File: src/rtl/card_dealer.sv
// -----------------------------------------------------------------------------
// card_dealer
//
// Responder side of the card-request interface used by the blackjack game FSM.
// Each draw request returns one card from a single 52-card deck, with no card
// repeated until the deck is reshuffled. The starting position of every draw
// comes from a free-running 16-bit LFSR. A "dealt" bitmap records which cards
// have left the deck. The probe walks forward from that start, wrapping at the
// end of the deck, until it finds a card that is still in the deck.
//
// Card index idx (0..51) maps to value = idx % 13 + 1 (1=Ace .. 13=King) and
// symbol = idx / 13 (suit 0..3). Value 0 with symbol 0 means "no card". That
// pair is returned when a draw is requested from an empty deck.
//
// Ports:
//   clk          system clock, rising edge active
//   rst          synchronous reset, active-high
//   shuffle      return all 52 cards to the deck; aborts any draw in progress
//   req          draw request, sampled only while idle
//   ack          one-cycle pulse: card_value / card_symbol are valid
//   card_value   registered card value (holds until the next grant or reset)
//   card_symbol  registered card suit  (holds until the next grant or reset)
//   busy         high while a draw is in progress (any state but IDLE)
//   deck_empty   high when no cards are left in the deck
//   cards_left   number of undealt cards, 0..52
// -----------------------------------------------------------------------------
module card_dealer #(
  parameter logic [15:0] SEED = 16'hACE1  // LFSR load value; must be non-zero
) (
  input  logic       clk,
  input  logic       rst,
  input  logic       shuffle,
  input  logic       req,
  output logic       ack,
  output logic [3:0] card_value,
  output logic [1:0] card_symbol,
  output logic       busy,
  output logic       deck_empty,
  output logic [5:0] cards_left
);

  localparam logic [5:0] DECK_SIZE = 6'd52;
  localparam logic [5:0] LAST_IDX  = 6'd51;

  typedef enum logic [1:0] {
    IDLE  = 2'd0,
    PROBE = 2'd1,
    GRANT = 2'd2
  } state_t;

  state_t      state;
  state_t      state_next;

  logic [15:0] lfsr;
  logic        lfsr_fb;
  logic [51:0] dealt;        // one bit per card, 1 = card has left the deck
  logic [5:0]  ptr;          // card index currently being probed
  logic [5:0]  start;        // LFSR-derived starting index, folded into 0..51
  logic [5:0]  ptr_wrapped;  // ptr + 1 with wrap from 51 back to 0

  // Strobes from the control FSM to the datapath.
  logic        load_ptr;     // begin a draw at the LFSR start index
  logic        step_ptr;     // card at ptr already dealt, try the next one
  logic        take_card;    // card at ptr is free: deal it and present it
  logic        grant_empty;  // draw on an empty deck: present "no card"
  logic        clear_deck;   // shuffle: every card back in the deck

  // Index to value/suit decode for the card at ptr.
  logic [1:0]  ptr_symbol;
  logic [5:0]  ptr_base;
  logic [3:0]  ptr_value;

  // ---------------------------------------------------------------------------
  // LFSR: Fibonacci form of x^16 + x^14 + x^13 + x^11 + 1, shifting right.
  // The taps at polynomial degrees 16/14/13/11 are bits 0/2/3/5.
  // ---------------------------------------------------------------------------
  assign lfsr_fb = lfsr[0] ^ lfsr[2] ^ lfsr[3] ^ lfsr[5];

  // Six LFSR bits cover 0..63. The values 52..63 fold back onto 0..11.
  // The start is slightly biased as a result, but the deck still never
  // repeats a card.
  assign start = (lfsr[5:0] >= DECK_SIZE) ? (lfsr[5:0] - DECK_SIZE) : lfsr[5:0];

  assign ptr_wrapped = (ptr == LAST_IDX) ? 6'd0 : (ptr + 6'd1);

  always_comb begin
    ptr_symbol = 2'd0;
    ptr_base   = 6'd0;
    if (ptr >= 6'd39) begin
      ptr_symbol = 2'd3;
      ptr_base   = 6'd39;
    end else if (ptr >= 6'd26) begin
      ptr_symbol = 2'd2;
      ptr_base   = 6'd26;
    end else if (ptr >= 6'd13) begin
      ptr_symbol = 2'd1;
      ptr_base   = 6'd13;
    end
    ptr_value = 4'(ptr - ptr_base + 6'd1);
  end

  // ---------------------------------------------------------------------------
  // Control FSM: next state and datapath strobes.
  // ---------------------------------------------------------------------------
  always_comb begin
    // NOTE: every output of this block gets a default before any branch, so
    // no path can leave one unassigned and infer a latch.
    state_next  = state;
    load_ptr    = 1'b0;
    step_ptr    = 1'b0;
    take_card   = 1'b0;
    grant_empty = 1'b0;
    clear_deck  = 1'b0;

    if (shuffle) begin
      // Shuffle overrides everything below it. A draw in flight is dropped
      // without an ack, and a req in the same cycle is ignored.
      clear_deck = 1'b1;
      state_next = IDLE;
    end else begin
      unique case (state)
        IDLE: begin
          if (req) begin
            if (cards_left != 6'd0) begin
              load_ptr   = 1'b1;
              state_next = PROBE;
            end else begin
              grant_empty = 1'b1;
              state_next  = GRANT;
            end
          end
        end
        PROBE: begin
          if (!dealt[ptr]) begin
            take_card  = 1'b1;
            state_next = GRANT;
          end else begin
            step_ptr = 1'b1;
          end
        end
        GRANT: begin
          state_next = IDLE;
        end
        default: begin
          state_next = IDLE;
        end
      endcase
    end
  end

  // ---------------------------------------------------------------------------
  // State register.
  // ---------------------------------------------------------------------------
  always_ff @(posedge clk) begin
    // NOTE: sequential state is written with non-blocking assignments only.
    // All flops then sample their inputs together at the clock edge.
    if (rst) begin
      state <= IDLE;
    end else begin
      state <= state_next;
    end
  end

  // ---------------------------------------------------------------------------
  // Datapath: LFSR, dealt bitmap, card counter, probe pointer, card outputs.
  // ---------------------------------------------------------------------------
  always_ff @(posedge clk) begin
    if (rst) begin
      lfsr        <= SEED;
      // NOTE: the bitmap is plain flops, not a RAM. This lets reset and
      // shuffle clear all 52 bits in a single cycle.
      dealt       <= '0;
      cards_left  <= DECK_SIZE;
      ptr         <= 6'd0;
      card_value  <= 4'd0;
      card_symbol <= 2'd0;
    end else begin
      // The LFSR runs in every state. The draw start therefore depends on
      // the exact cycle of the request.
      lfsr <= {lfsr_fb, lfsr[15:1]};

      if (clear_deck) begin
        dealt      <= '0;
        cards_left <= DECK_SIZE;
      end

      if (load_ptr) begin
        ptr <= start;
      end

      if (step_ptr) begin
        ptr <= ptr_wrapped;
      end

      // The card registers are loaded on the way into GRANT. This makes them
      // valid during the ack cycle, and they hold that value until the next
      // grant.
      if (take_card) begin
        dealt[ptr]  <= 1'b1;
        cards_left  <= cards_left - 6'd1;
        card_value  <= ptr_value;
        card_symbol <= ptr_symbol;
      end

      if (grant_empty) begin
        card_value  <= 4'd0;
        card_symbol <= 2'd0;
      end
    end
  end

  // ---------------------------------------------------------------------------
  // Status outputs.
  // ---------------------------------------------------------------------------
  assign ack        = (state == GRANT);
  assign busy       = (state != IDLE);
  assign deck_empty = (cards_left == 6'd0);

endmodule

File: config.mk
export PLATFORM = sky130hd
export DESIGN_NAME = card_dealer
export DESIGN_NICKNAME = d
export VERILOG_FILES = /design/src/rtl/card_dealer.sv
export SDC_FILE = /design/constraint.sdc
export NUM_CORES = 1
export LEC_CHECK = 0
export BUFFER_PORTS_ARGS = -buffer_cell sky130_fd_sc_hd__buf_2
export CORE_MARGIN = 3
export CORE_UTILIZATION = 67
export CTS_BUF_LIST = sky130_fd_sc_hd__clkbuf_8
export CTS_CLUSTER_DIAMETER = 150
export DETAILED_ROUTE_END_ITERATION = 10
export PLACE_DENSITY = 0.86
export SYNTH_ARGS = -nofsm -noshare
export SYNTH_HDL_FRONTEND = slang
export SYNTH_SLANG_ARGS = --single-unit
File: constraint.sdc
create_clock -name clk -period 5.7 [get_ports clk]
set_input_delay 1.14 -clock clk [delete_from_list [all_inputs] [get_ports clk]]
set_output_delay 1.14 -clock clk [all_outputs]
set_load 0.05 [all_outputs]
==> impl_metrics.toml, run 1 <==
[synthesis]
avgSynthCellArea_um2 = 8.97
syn_area_mm2 = 0.00412
synth_enable_flop_cells = 0
yosysWarnings = 0
async_flop_share_pct = 0
ys_types = 55
syn-num-nets = 475
ys_ff_latch = 88
syn_inst = 459
yosysSeqAreaShare_pct = 42.8
synth_ff_type = "dfxtp_1"

[placed_design]
io_buffers = 18
placed_area_mm2 = 0.00418
dp_hpwl_um = 5880
gp_congestion = 0.890
place_inst = 522

[hold_path]
hold_class = "flip-flop to flip-flop"
hp-start = "lfsr[8]$_SDFF_PP0_"

[drt]
ant_nets = 0
vias = 3315
viasPerCell = 6.16
drc_errors = 0
initialDrtViolationCount = 273
wl_per_cell_um = 16.2
wirelength_um = 8700
drt_pass1_iterations = 4

[clocking]
cts_hold_buf = 0
htree_levels = 3
root_buffer = "clkbuf_8"
cts.repair.resized = 0
cts_buffers = 9
clk_pin_slew_ps = 90
clkLatencyLatePin_ps = 370
postCtsSetupBuffers = 0
clockBufferDepth = 2
clock-sinks = 88
cts_tree = "yes"

[timing]
fin_worst_skew_ps = 6.38
min_period_ps = 3890
hold_violations = 0
tns_ps = 0
maxSlewViolCount = 0
finalSetupViolations = 0
rsz0062_at_grt = "no"
period_share_pct = 68.2
max_freq_ghz = 0.257
slew_headroom_pct = 16.9
tightest_slew_ps = 1240

[worst_setup_path]
reg2reg_from = "ptr[1]$_SDFFE_PP0P_"
end_kind = "flip-flop"
crit_arrival_ps = 4150
cp_data_required_time_ps = 5960
crit_path_start_kind = "flip-flop"
critPathLaunch = "ptr[1]$_SDFFE_PP0P_"
critPathMaxFanout = 30
path_class = "flip-flop to flip-flop"

[floorplan]
die_height_um = 84.4
rows = 27
initial_core_util_pct = 72.1
fp.dieW_um = 84.4
core_mm2 = 0.00571
die_area_mm2 = 0.00712
ios = 19

[flow_run]
maxCapViolCount = 0

[final_layout]
finalInstanceArea_mm2 = 0.00439
final_cell_mix = "dfxtp_1, nor2_1, nand2_1, nor3_1, a31oi_1"
nets = 477
antenna_cells = 0
final_common_cell = "dfxtp_1"
layout-drive-gt1-share_pct = 14.4
area_growth_pct = 6.47
nFillCells = 395
stdcell_count = 538

[global_route]
antenna_found_initial = 0
grt_first_pass_wirelength_um = 15000
grt_use_total_pct = 25.8
grt_pass1_vias = 3198
gr-total-overflow = 0
grt_max_degree = 36

[power_and_ir_drop]
power_leakage_nw = 1.59
p_per_area_mw_per_mm2 = 269
ir_worst_vdd_v = 0.000239

[run_status]
status = "complete, no violations"
## worst paths after layout
path | endpoint | slack (ps) | cells after the start
worst min-delay path | lfsr[7]$_SDFF_PP1_ | 420 | 1
worst max register to register | card_value[3]$_SDFFE_PP0P_ | 1810 | 14
worst max-delay path | card_value[3]$_SDFFE_PP0P_ | 1810 | 14
worst min register to register | lfsr[7]$_SDFF_PP1_ | 420 | 1
## layer usage
layer / up-vias / track usage (%) / part of all wire [%]
met5: - / 0 / 0
li1: 1617 / - / -
met4: 0 / 10.4 / 2.7
met3: 27 / 5.69 / 5.4
met2: 110 / 41.2 / 46
met1: 1561 / 34.2 / 46
## cell type report
cell class                      instances  area, um2  area share (%)
Clock buffer                            9        124            2.82
Clock inverter                          7       77.6            1.77
Inverter                               12       45.0            1.03
Multi-Input combinational cell        329       2170            49.6
Sequential cell                        88       1760            40.2
Tap cell                               72       90.1            2.05
Timing Repair Buffer                   21        113            2.57
## critical path, cell delays in order, from the launching register on
cell and delay (ps):
dfxtp_1 1060, inv_1 310, ha_1 270, nand2b_1 140
a311o_1 360, a22oi_1 270, ha_1 210, ha_1 130
inv_1 40, fa_1 370, xnor2_1 140, xnor2_1 140
xnor2_1 140, mux2i_1 130, nor2_1 60
## sequential cells by signal, indices dropped and copies added, names as in the netlist
signal       cells
dealt           52
lfsr            16
cards_left       6
ptr              6
card_value       4
card_symbol      2
state            2
## cell usage after synthesis, types with 2 or more instances
library cell / instances / share of area [%]
buf_2: 10 / 1.2
mux4_2: 6 / 3.3
a211oi_1: 7 / 1.3
and4_1: 2 / 0.43
o2bb2ai_1: 2 / 0.43
nand2b_1: 8 / 1.2
mux2_2: 4 / 1.1
nand3_1: 3 / 0.36
o22ai_1: 2 / 0.30
nand4_1: 2 / 0.30
clkbuf_1: 16 / 1.5
nor4_1: 2 / 0.30
a22oi_1: 2 / 0.36
nor2b_1: 14 / 2.1
dfxtp_1: 88 / 43
or3_1: 6 / 0.91
inv_1: 12 / 1.1
xor2_1: 2 / 0.43
a21oi_1: 14 / 1.7
mux2i_1: 17 / 4.1
or2_2: 11 / 1.7
nand2_1: 29 / 2.6
buf_6: 2 / 0.55
ha_1: 11 / 3.3
o21a_1: 21 / 3.8
o21ai_0: 6 / 0.73
nand3b_1: 2 / 0.36
xnor2_1: 8 / 1.7
nor3b_1: 3 / 0.55
a311oi_1: 3 / 0.64
nor2_1: 68 / 6.2
nor3_1: 27 / 3.3
a31oi_1: 27 / 4.1
## cells by family after synthesis
| group | count (synthesis) | synth area share (%) |
|---|---|---|
| adders and majority gates | 12 | 3.83 |
| muxes | 27 | 8.51 |
| AOI/OAI and AO/OA | 93 | 15.4 |
| xor gates and xnor gates | 10 | 2.13 |
| buffers and inverters | 42 | 4.59 |
| DFF | 88 | 42.8 |
| and+or+nand+nor | 187 | 22.8 |
## power breakdown
| part | switching (W) | total, W | internal [W] |
|---|---|---|---|
| Clock | 0.000235 | 0.000440 | 0.000205 |
| Sequential | 0.0000133 | 0.000639 | 0.000626 |
| Combinational | 0.0000642 | 0.000101 | 0.0000371 |
## stage by stage
step / power, W / hold WS, ps / utilization [%] / setup slack (ps)
2_1_floorplan: 0.000733 / 389 / - / 2290
3_3_place_gp: 0.000750 / 391 / 73.3 / 2040
3_5_place_dp: 0.000753 / 394 / 73.3 / 1910
4_1_cts: 0.00118 / 423 / 76.8 / 1880
5_1_grt: 0.00122 / 429 / 76.8 / 1610
6_report: 0.00118 / 418 / 76.8 / 1810
(Power assumes the default switching activity.)
==> inputs of run 2 (changes only) <==
- CORE_UTILIZATION: 67 -> 57
- PLACE_DENSITY: 0.86 -> 0.78
- clock period: 5.7 -> 3.4 ns (I/O delays scaled with it)
==> impl_metrics.toml, run 2 (synthesis results as in run 1) <==
[run_status]
status = "complete, no violations"

[drt]
drc_errors = 0
drt_pass1_iterations = 5
vias = 3350
initialDrtViolationCount = 205
viasPerCell = 5.89
wl_per_cell_um = 15.4
wirelength_um = 8770
ant_nets = 0

[worst_setup_path]
reg2reg_from = "ptr[0]$_SDFFE_PP0P_"
crit_family = "adder cells"
critPathLaunch = "ptr[0]$_SDFFE_PP0P_"
critPathMaxFanout = 8
cp_data_required_time_ps = 3650
end_kind = "flip-flop"
crit_path_start_kind = "flip-flop"
crit_buf_inv = 2
path_class = "flip-flop to flip-flop"
cp_slowest_cell = "fa_1"
critPathMaxStageDelay_ps = 370
path_cells = "inv_1 > ha_1 > nand2b_1 > a311o_1 > a22oi_1 > ha_1 > ha_1 > inv_1 > fa_1 > xnor2_1 > xnor2_1 > xnor2_1 > mux2i_1 > nor2_1"
crit_arrival_ps = 3230

[placed_design]
post-place-ws_ps = 483
place_inst = 553
io_buffers = 18
gp_congestion = 0.834
dp_hpwl_um = 5910

[floorplan]
core_mm2 = 0.00691
die_height_um = 91.0
die_area_mm2 = 0.00828
rows = 30
ios = 19
fp.dieW_um = 91.0
initial_core_util_pct = 59.6

[timing]
hold_violations = 0
period_share_pct = 87.6
tightest_slew_ps = 672
fin_worst_skew_ps = 10.9
max_freq_ghz = 0.336
holdWs_ps = 416
min_period_ps = 2980
layout_setup_ws_ps = 423
maxSlewViolCount = 0
finalSetupViolations = 0
slew_headroom_pct = 55.2
rsz0062_at_grt = "no"
tns_ps = 0

[clocking]
root_buffer = "clkbuf_8"
htree_levels = 3
postCtsSetupBuffers = 0
cts_hold_buf = 0
clock-sinks = 88
clk_pin_slew_ps = 90
cts.repair.resized = 0
cts_tree = "yes"
cts_buffers = 9
clkLatencyLatePin_ps = 360
clockBufferDepth = 2

[final_layout]
nets = 484
regMostFlops = "dealt"
area_growth_pct = 8.78
final_common_cell = "dfxtp_1"
finalCoreUtilization_pct = 64.9
regArea_mm2 = 0.00176
multi_input_area_mm2 = 0.00217
layout-drive-gt1-share_pct = 15.6
antenna_cells = 0
nFillCells = 576
final_cell_mix = "dfxtp_1, nor2_1, nand2_1, nor3_1, a31oi_1"
largestRegisters = "dealt: 52 flops, lfsr: 16 flops"
largest_reg_flops = 52
stdcell_count = 569

[global_route]
grt.met3_usage_pct = 4.56
antenna_found_initial = 0
use_met1_pct = 29.3
gr-total-overflow = 0
grt_first_pass_wirelength_um = 14600
grt_util_met2_pct = 34.6
gr-max-usage-layer = "met2"
grt_max_degree = 36
grt_use_total_pct = 21.7
grt_pass1_vias = 3018

[hold_path]
hold_class = "flip-flop to flip-flop"
hp-start = "lfsr[6]$_SDFF_PP1_"

[power_and_ir_drop]
ir_worst_vdd_v = 0.000333
p_per_area_mw_per_mm2 = 451
power_leakage_nw = 1.65

[flow_run]
maxCapViolCount = 0
## run 2: cell count changes in the layout (fill, tap and decap cells not counted), sizes merged
cell / previous run / this run
clkinvlp: 4 / 0
buf: 21 / 28
clkbuf: 9 / 10
clkinv: 0 / 3
## run 2: per-stage QoR
step	total power, W	cell area [um2]
CTS	0.00203	4480
global placement	0.00126	4270
detailed placement	0.00127	4270
finish	0.00202	4480
floorplan	0.00123	4120
global route	0.00209	4480
## run 2: where the power goes
group / internal [W] / switching [W] / total, W
combinational: 0.0000656 / 0.000114 / 0.000180
clock: 0.000372 / 0.000403 / 0.000774
sequential: 0.00105 / 0.0000164 / 0.00107
## run 2: per-layer routing
metal,vias up,share of wire (%)
li1,1635,-
met3,21,6.0
met2,137,47
met5,-,0
met4,0,2.2
met1,1557,45
## run 2: final timing paths
path / slack, ps / to / cells after the start
setup / recovery: 420 / card_value[3]$_SDFFE_PP0P_ / 14
hold / removal: 420 / lfsr[5]$_SDFF_PP1_ / 1
setup reg to reg: 420 / card_value[3]$_SDFFE_PP0P_ / 14
hold reg to reg: 420 / lfsr[5]$_SDFF_PP1_ / 1
## run 2: layout make-up
type	instances	area share, %
Multi-Input combinational cell	329	48.5
Clock inverter	6	1.70
Clock buffer	10	3.07
Tap cell	96	2.68
Sequential cell	88	39.3
Timing Repair Buffer	28	3.69
Inverter	12	1.01
